--- config.mk ---
export PLATFORM = sky130hd
export DESIGN_NAME = id_stage
export DESIGN_NICKNAME = d
export VERILOG_FILES = /design/src/rtl/id_stage_pkg.sv /design/src/rtl/id_stage_thread_regfile.sv /design/src/rtl/id_stage.sv
export SDC_FILE = /design/constraint.sdc
export NUM_CORES = 2
export LEC_CHECK = 0
export BUFFER_PORTS_ARGS = -buffer_cell sky130_fd_sc_hd__buf_2
export CORE_MARGIN = 8
export CORE_UTILIZATION = 40
export DETAILED_ROUTE_END_ITERATION = 16
export SETUP_SLACK_MARGIN = 0.5
export SLEW_MARGIN = 25
export SYNTH_ARGS = -nofsm -noshare
export SYNTH_HDL_FRONTEND = slang
export SYNTH_HIERARCHICAL = 1
export SYNTH_SLANG_ARGS = --single-unit
--- constraint.sdc ---
create_clock -name CLK -period 7.4 [get_ports CLK]
set_clock_uncertainty 0.1 [all_clocks]
set_input_delay 0.74 -clock CLK [delete_from_list [all_inputs] [get_ports CLK]]
set_output_delay 0.74 -clock CLK [all_outputs]
set_load 0.02 [all_outputs]
--- src/rtl/id_stage_pkg.sv ---
`default_nettype none
// ============================================================================
// Module      : id_stage_pkg
// Description : Opcodes, thread count, FSM encoding and immediate helper
//               shared by the decode and execute stages.
// Revision    : 1.0
// ============================================================================
package id_stage_pkg;

  localparam int DEFAULT_THREAD_LOG2 = 2;
  localparam int NUM_THREADS         = 2 ** DEFAULT_THREAD_LOG2;

  localparam logic [6:0] OP_R     = 7'b0110011;
  localparam logic [6:0] OP_IALU  = 7'b0010011;
  localparam logic [6:0] OP_LOAD  = 7'b0000011;
  localparam logic [6:0] OP_STORE = 7'b0100011;

  typedef enum logic [0:0] {
    ST_INIT = 1'b0,
    ST_RUN  = 1'b1
  } id_state_t;

  // hi12 = instr[31:20], lo5 = instr[11:7]; stores split the immediate.
  function automatic logic [11:0] imm_extract(input logic [6:0]  opcode,
                                              input logic [11:0] hi12,
                                              input logic [4:0]  lo5);
    logic [11:0] imm;
    if (opcode == OP_STORE) imm = {hi12[11:5], lo5};
    else                    imm = hi12;
    return imm;
  endfunction

endpackage
`default_nettype wire

--- src/rtl/id_stage_thread_regfile.sv ---
`default_nettype none
// ============================================================================
// Module      : thread_regfile
// Description : Thread-banked register file, one write port, a bank-wide
//               clear write and two combinational read ports (x0 reads 0).
// Revision    : 1.0
// ============================================================================
module thread_regfile #(
  parameter int DATA_WIDTH  = 16,
  parameter int LOG2_DEEP   = 5,
  parameter int THREAD_LOG2 = 2
) (
  input  logic                   CLK,
  input  logic                   wr_en,
  input  logic [THREAD_LOG2-1:0] wr_thread,
  input  logic [LOG2_DEEP-1:0]   wr_addr,
  input  logic [DATA_WIDTH-1:0]  wr_data,
  input  logic                   clr_en,
  input  logic [LOG2_DEEP-1:0]   clr_addr,
  input  logic [THREAD_LOG2-1:0] rd_thread,
  input  logic [LOG2_DEEP-1:0]   rd_addr1,
  input  logic [LOG2_DEEP-1:0]   rd_addr2,
  output logic [DATA_WIDTH-1:0]  rd_data1,
  output logic [DATA_WIDTH-1:0]  rd_data2
);

  localparam int C_THREADS = 2 ** THREAD_LOG2;
  localparam int C_DEPTH   = 2 ** LOG2_DEEP;

  logic [DATA_WIDTH-1:0] r_mem [C_THREADS][C_DEPTH];

  // The clear sweep owns the array; a concurrent write is discarded.
  always_ff @(posedge CLK) begin
    for (int t = 0; t < C_THREADS; t++) begin
      if (clr_en) begin
        r_mem[t][clr_addr] <= '0;
      end else if (wr_en && (wr_thread == THREAD_LOG2'(t)) && (wr_addr != '0)) begin
        r_mem[t][wr_addr] <= wr_data;
      end
    end
  end

  always_comb begin
    rd_data1 = '0;
    rd_data2 = '0;
    if (rd_addr1 != '0) rd_data1 = r_mem[rd_thread][rd_addr1];
    if (rd_addr2 != '0) rd_data2 = r_mem[rd_thread][rd_addr2];
  end

endmodule
`default_nettype wire

--- src/rtl/id_stage.sv ---
`default_nettype none
// ============================================================================
// Module      : id_stage
// Description : Instruction decode with operand read, write-back bypass and
//               post-reset register-file clear sequence.
// Revision    : 1.0
// ============================================================================
module id_stage
  import id_stage_pkg::*;
#(
  parameter int PROC_DATA_WIDTH        = 16,
  parameter int PROC_REGFILE_LOG2_DEEP = 5,
  parameter int THREAD_LOG2            = 2
) (
  input  logic                              CLK,
  input  logic                              RST,
  input  logic [31:0]                       instr_in,
  input  logic                              instr_valid_in,
  input  logic [THREAD_LOG2-1:0]            thread_id_in,
  input  logic                              wb_en_in,
  input  logic [THREAD_LOG2-1:0]            wb_thread_in,
  input  logic [PROC_REGFILE_LOG2_DEEP-1:0] wb_addr_in,
  input  logic [PROC_DATA_WIDTH-1:0]        wb_data_in,
  output logic                              id_ready,
  output logic                              WRegEn_out,
  output logic                              WMemEn_out,
  output logic                              rs2_swch_out,
  output logic                              mem_to_reg_out,
  output logic [PROC_DATA_WIDTH-1:0]        R1out_out,
  output logic [PROC_DATA_WIDTH-1:0]        R2out_out,
  output logic [PROC_DATA_WIDTH-1:0]        sign_ext_out,
  output logic [PROC_REGFILE_LOG2_DEEP-1:0] WReg1_out,
  output logic [2:0]                        func3_out,
  output logic                              func7_out,
  output logic [THREAD_LOG2-1:0]            thread_id_out
);

  localparam int C_EXT_W = PROC_DATA_WIDTH - 12;

  id_state_t                         r_state;
  logic [PROC_REGFILE_LOG2_DEEP-1:0] r_cnt;

  logic                              w_run;
  logic                              w_active;
  logic [6:0]                        w_opcode;
  logic [2:0]                        w_func3;
  logic [PROC_REGFILE_LOG2_DEEP-1:0] w_rs1;
  logic [PROC_REGFILE_LOG2_DEEP-1:0] w_rs2;
  logic [PROC_REGFILE_LOG2_DEEP-1:0] w_rd;
  logic                              w_rd_nz;
  logic [PROC_DATA_WIDTH-1:0]        w_rf1;
  logic [PROC_DATA_WIDTH-1:0]        w_rf2;
  logic [PROC_DATA_WIDTH-1:0]        w_op1;
  logic [PROC_DATA_WIDTH-1:0]        w_op2;
  logic [11:0]                       w_imm12;
  logic [PROC_DATA_WIDTH-1:0]        w_imm_ext;

  always_ff @(posedge CLK) begin
    if (RST) begin
      r_state <= ST_INIT;
      r_cnt   <= '0;
    end else begin
      case (r_state)
        ST_INIT: begin
          r_cnt <= r_cnt + 1'b1;
          if (r_cnt == '1) r_state <= ST_RUN;
        end
        default: r_state <= ST_RUN;
      endcase
    end
  end

  // RST gates everything combinationally so outputs are quiet from its first cycle.
  assign w_run    = (r_state == ST_RUN) && !RST;
  assign w_active = instr_valid_in && w_run;
  assign id_ready = w_run;

  assign w_opcode  = instr_in[6:0];
  assign w_func3   = instr_in[14:12];
  assign w_rs1     = PROC_REGFILE_LOG2_DEEP'(instr_in[19:15]);
  assign w_rs2     = PROC_REGFILE_LOG2_DEEP'(instr_in[24:20]);
  assign w_rd      = PROC_REGFILE_LOG2_DEEP'(instr_in[11:7]);
  assign w_rd_nz   = (w_rd != '0);
  assign w_imm12   = imm_extract(w_opcode, instr_in[31:20], instr_in[11:7]);
  assign w_imm_ext = {{C_EXT_W{w_imm12[11]}}, w_imm12};

  thread_regfile #(
    .DATA_WIDTH  (PROC_DATA_WIDTH),
    .LOG2_DEEP   (PROC_REGFILE_LOG2_DEEP),
    .THREAD_LOG2 (THREAD_LOG2)
  ) u_regfile (
    .CLK       (CLK),
    .wr_en     (wb_en_in && w_run),
    .wr_thread (wb_thread_in),
    .wr_addr   (wb_addr_in),
    .wr_data   (wb_data_in),
    .clr_en    ((r_state == ST_INIT) && !RST),
    .clr_addr  (r_cnt),
    .rd_thread (thread_id_in),
    .rd_addr1  (w_rs1),
    .rd_addr2  (w_rs2),
    .rd_data1  (w_rf1),
    .rd_data2  (w_rf2)
  );

  // Write-back forwarding for a same-cycle read of the register being written.
  always_comb begin
    w_op1 = w_rf1;
    w_op2 = w_rf2;
    if (wb_en_in && (wb_thread_in == thread_id_in)) begin
      if ((wb_addr_in == w_rs1) && (w_rs1 != '0)) w_op1 = wb_data_in;
      if ((wb_addr_in == w_rs2) && (w_rs2 != '0)) w_op2 = wb_data_in;
    end
  end

  always_comb begin
    WRegEn_out     = 1'b0;
    WMemEn_out     = 1'b0;
    rs2_swch_out   = 1'b0;
    mem_to_reg_out = 1'b0;
    R1out_out      = '0;
    R2out_out      = '0;
    sign_ext_out   = '0;
    WReg1_out      = '0;
    func3_out      = '0;
    func7_out      = 1'b0;
    thread_id_out  = '0;
    if (w_active) begin
      R1out_out     = w_op1;
      R2out_out     = w_op2;
      WReg1_out     = w_rd;
      func3_out     = w_func3;
      thread_id_out = thread_id_in;
      case (w_opcode)
        OP_R: begin
          WRegEn_out = w_rd_nz;
          func7_out  = instr_in[30];
        end
        OP_IALU: begin
          WRegEn_out   = w_rd_nz;
          rs2_swch_out = 1'b1;
          sign_ext_out = w_imm_ext;
          func7_out    = instr_in[30] && (w_func3 == 3'b101);
        end
        OP_LOAD: begin
          WRegEn_out     = w_rd_nz;
          mem_to_reg_out = 1'b1;
          rs2_swch_out   = 1'b1;
          sign_ext_out   = w_imm_ext;
        end
        OP_STORE: begin
          WMemEn_out   = 1'b1;
          rs2_swch_out = 1'b1;
          sign_ext_out = w_imm_ext;
        end
        default: ;
      endcase
    end
  end

endmodule
`default_nettype wire
==> results.yml <==
clock_network:
  h-tree-depth: 4
  clk_latency_ns: 0.90
  path_clk_slew_ns: 0.06
  clockBufferDepth: 3
  cts_sinks: 2050
  postCtsSetupBuffers: 0
  cts_tree: "built"
  ctsResizeCount: 0
  hold_buffers: 0
  cts_root_buf: "clkbuf_16"
  numCtsBuffers: 213
setup_path:
  required_ns: 6.56
  cp-end-kind: "output pin"
  slowest_delay_ns: 0.72
  slowest_stage: "mux4_2"
  startpoint_type: "primary input"
  r2r_setup_slack_ns: 2.21
  crit_chain: "buf_8, buf_12, mux4_2, mux4_2, mux2i_1, nor2_1, nor3b_2, nor4_2, buf_4, nand2_1, mux2i_1, buf_2"
  worstPathArrival_ns: 5.09
  crit_fanout: 70
  worstSetupPathType: "in2out"
layout:
  regArea_um2: 61500
  finalNetCount: 6919
  multi_input_area_um2: 36690
  final_area_um2: 112500
  n_fill_cell: 21813
  layout-drive-gt1-share_pct: 21.50
  area_growth_pct: 11.79
timing:
  grt_setup_unrepaired: "false"
  relSlewSlack_pct: 19.91
  finalCritPeriodShare_pct: 80.20
  setup_viol: 0
  timing_max_transition_violations_final: 0
  worst_pin_slew_ns: 1.193
  period_needed_ns: 5.935
  fmax_mhz: 168.5
  fin_setup_tns_ns: 0
  finalHoldViolCount: 0
floorplanning:
  die-area_um2: 268000
  core_um2: 250700
  start_util_pct: 40.15
  die_w_um: 517.7
  num_io_pins: 125
  floorplan.rows: 184
  die_h_um: 517.7
route:
  post-route-drc-count: 0
  vias_per_cell: 6.131
  initialDrtViolationCount: 9876
  postRouteAntennaNets: 0
  wire_per_inst_um: 34.87
  vias: 63718
  drt_wl_total_mm: 362.3
  firstDrtPassIters: 6
placement:
  placed_area_um2: 105500
  io_buffers: 124
  gp_congestion: 1.008
  dpl.hpwl_mm: 240.5
grt:
  first_global_vias: 61144
  track_usage_pct: 26.05
  grt_pass1_wl_mm: 498.7
  grt_max_degree: 85
  grt_antenna_before_repair: 30
  grt-ovfl-total: 0
power_and_ir_drop:
  p_sw_share_pct: 23.57
  power.leakage_nw: 32.87
  power.share.clock_pct: 42.8
  p_per_area_nw_per_um2: 220.7
  ir_drop_mv: 0.2643
  p_int_w: 0.01899
  seqPwrFrac_pct: 51.1
  switching_power_w: 0.005853
  combPwrFrac_pct: 6.0
logic_synthesis:
  syn_area_um2: 100700
  synth_cells: 6786
  async_flop_share_pct: 0
  ys_warn_count: 6
  avgSynthCellArea_um2: 14.83
  ys_ff_latch: 2050
  synth_top_area_cell: "edfxtp_1"
  synth_area_leaders: "edfxtp_1 (61%), mux4_2 (14%), and2_1 (13%)"
  synth_edf_count: 2044
  synth.distinct_cells: 82
  ys_seq_area_share_pct: 61.09
  synth_common_cells: "edfxtp_1 (2,044), and2_1 (2,020), mux4_2 (640)"
  synth.most_common_cell: "edfxtp_1"
  ys.flop_type: "edfxtp_1"
  yosys.area.top_type_share_pct: 60.97
job:
  maxCapViolations: 0
outcome:
  status: "complete, no violations"
min_path:
  hp-class: "in2reg"
-- final cells by class --
type / instances / share of cell area (%)
well taps: 3348 / 3.722
diodes: 15 / 0.03335
flip-flops and latches: 2050 / 54.65
clock inverters: 139 / 1.219
clock buffers: 249 / 4.856
repair buffers: 427 / 2.888
inverters: 7 / 0.02668
multi-input cells: 4157 / 32.61
-- final timing paths --
kind / from / endpoint / cells after the start
min: RST / r_cnt[3]$_SDFFE_PP0N_ / 2
max reg2reg: r_state$_SDFF_PP0_ / u_regfile/r_mem[2][273]$_SDFFCE_PN0P_ / 9
min reg2reg: r_cnt[0]$_SDFFE_PP0N_ / r_cnt[0]$_SDFFE_PP0N_ / 2
max: thread_id_in[0] / R2out_out[4] / 12
-- logic make-up after synthesis --
family / Yosys count / share of synthesized area [%]
simple gates: 2619 / 15.17
flops: 2050 / 61.09
mux: 858 / 16.59
buf+inv: 638 / 3.005
compound gates: 605 / 3.992
xor+xnor: 13 / 0.1131
fa+ha+maj: 2 / 0.02485
other cells: 1 / 0.003725
-- cell usage in the layout, fill, tap and decap left out, types with 11 or more instances in the layout --
master     instances
a21oi_1           88
o211ai_1          21
buf_2            100
o21ai_1          128
o22ai_1           57
nor2_2            81
o22a_1            13
nor2_1           134
xnor2_1           11
mux2i_1          192
clkinv_1          54
mux4_2           640
diode_2           15
a22oi_1           89
clkbuf_16        213
edfxtp_1        2044
conb_1            60
nand2b_1          18
mux2_2            21
nand2_1          228
buf_12            17
nor2b_1           27
bufinv_16         17
o21ai_0           48
nor3_1            27
a221oi_1          33
a31oi_1           14
clkbuf_1          36
buf_4            303
a211oi_1          14
clkinv_2          40
and2_1          2018
a22o_1            19
-- critical path, delay by kind of cell --
family                 cells  cell delay [ns]
multiplexers               4             1.68
buffers and inverters      4             1.43
AND/OR/NAND/NOR            4             0.96
-- through the flow --
| stage | hold WS [ns] | instances | power, W | util [%] | setup WS [ns] |
|---|---|---|---|---|---|
| after global routing | 0.06881 | 10382 | 0.02541 | 44.88 | 1.449 |
| after CTS | 0.05266 | 10373 | 0.02495 | 44.81 | 1.552 |
| after detailed placement | 0.5053 | 9985 | 0.01439 | 42.09 | 1.561 |
| final | 0.1043 | 10392 | 0.02484 | 44.89 | 1.465 |
| after global placement | 0.4904 | 9984 | 0.01438 | 42.01 | 1.179 |
| after floorplan | 0.4525 | 6845 | 0.01374 | - | 3.283 |
-- power by group through the flow --
stage | Clock, W | Sequential (W) | Combinational, W
floorplan | 0 | 0.0129 | 0.000800
global placement | 0 | 0.0129 | 0.00144
detailed placement | 0 | 0.0129 | 0.00144
CTS | 0.0108 | 0.0127 | 0.00145
global route | 0.0112 | 0.0127 | 0.00151
finish | 0.0106 | 0.0127 | 0.00150
-- registers in the layout, indices dropped and copies added, names as in the netlist --
signal / flops
r_state: 1
r_cnt: 5
u_regfile/r_mem: 2044
-- routing by layer --
layer	GRT usage [%]	vias up	share of wire [%]
li1	-	25538	-
met1	35.34	33217	38
met2	39.39	4167	45
met3	6.657	788	11
met4	12.28	8	5.8
met5	0	-	0.016
Power figures use the tool's default switching activity.
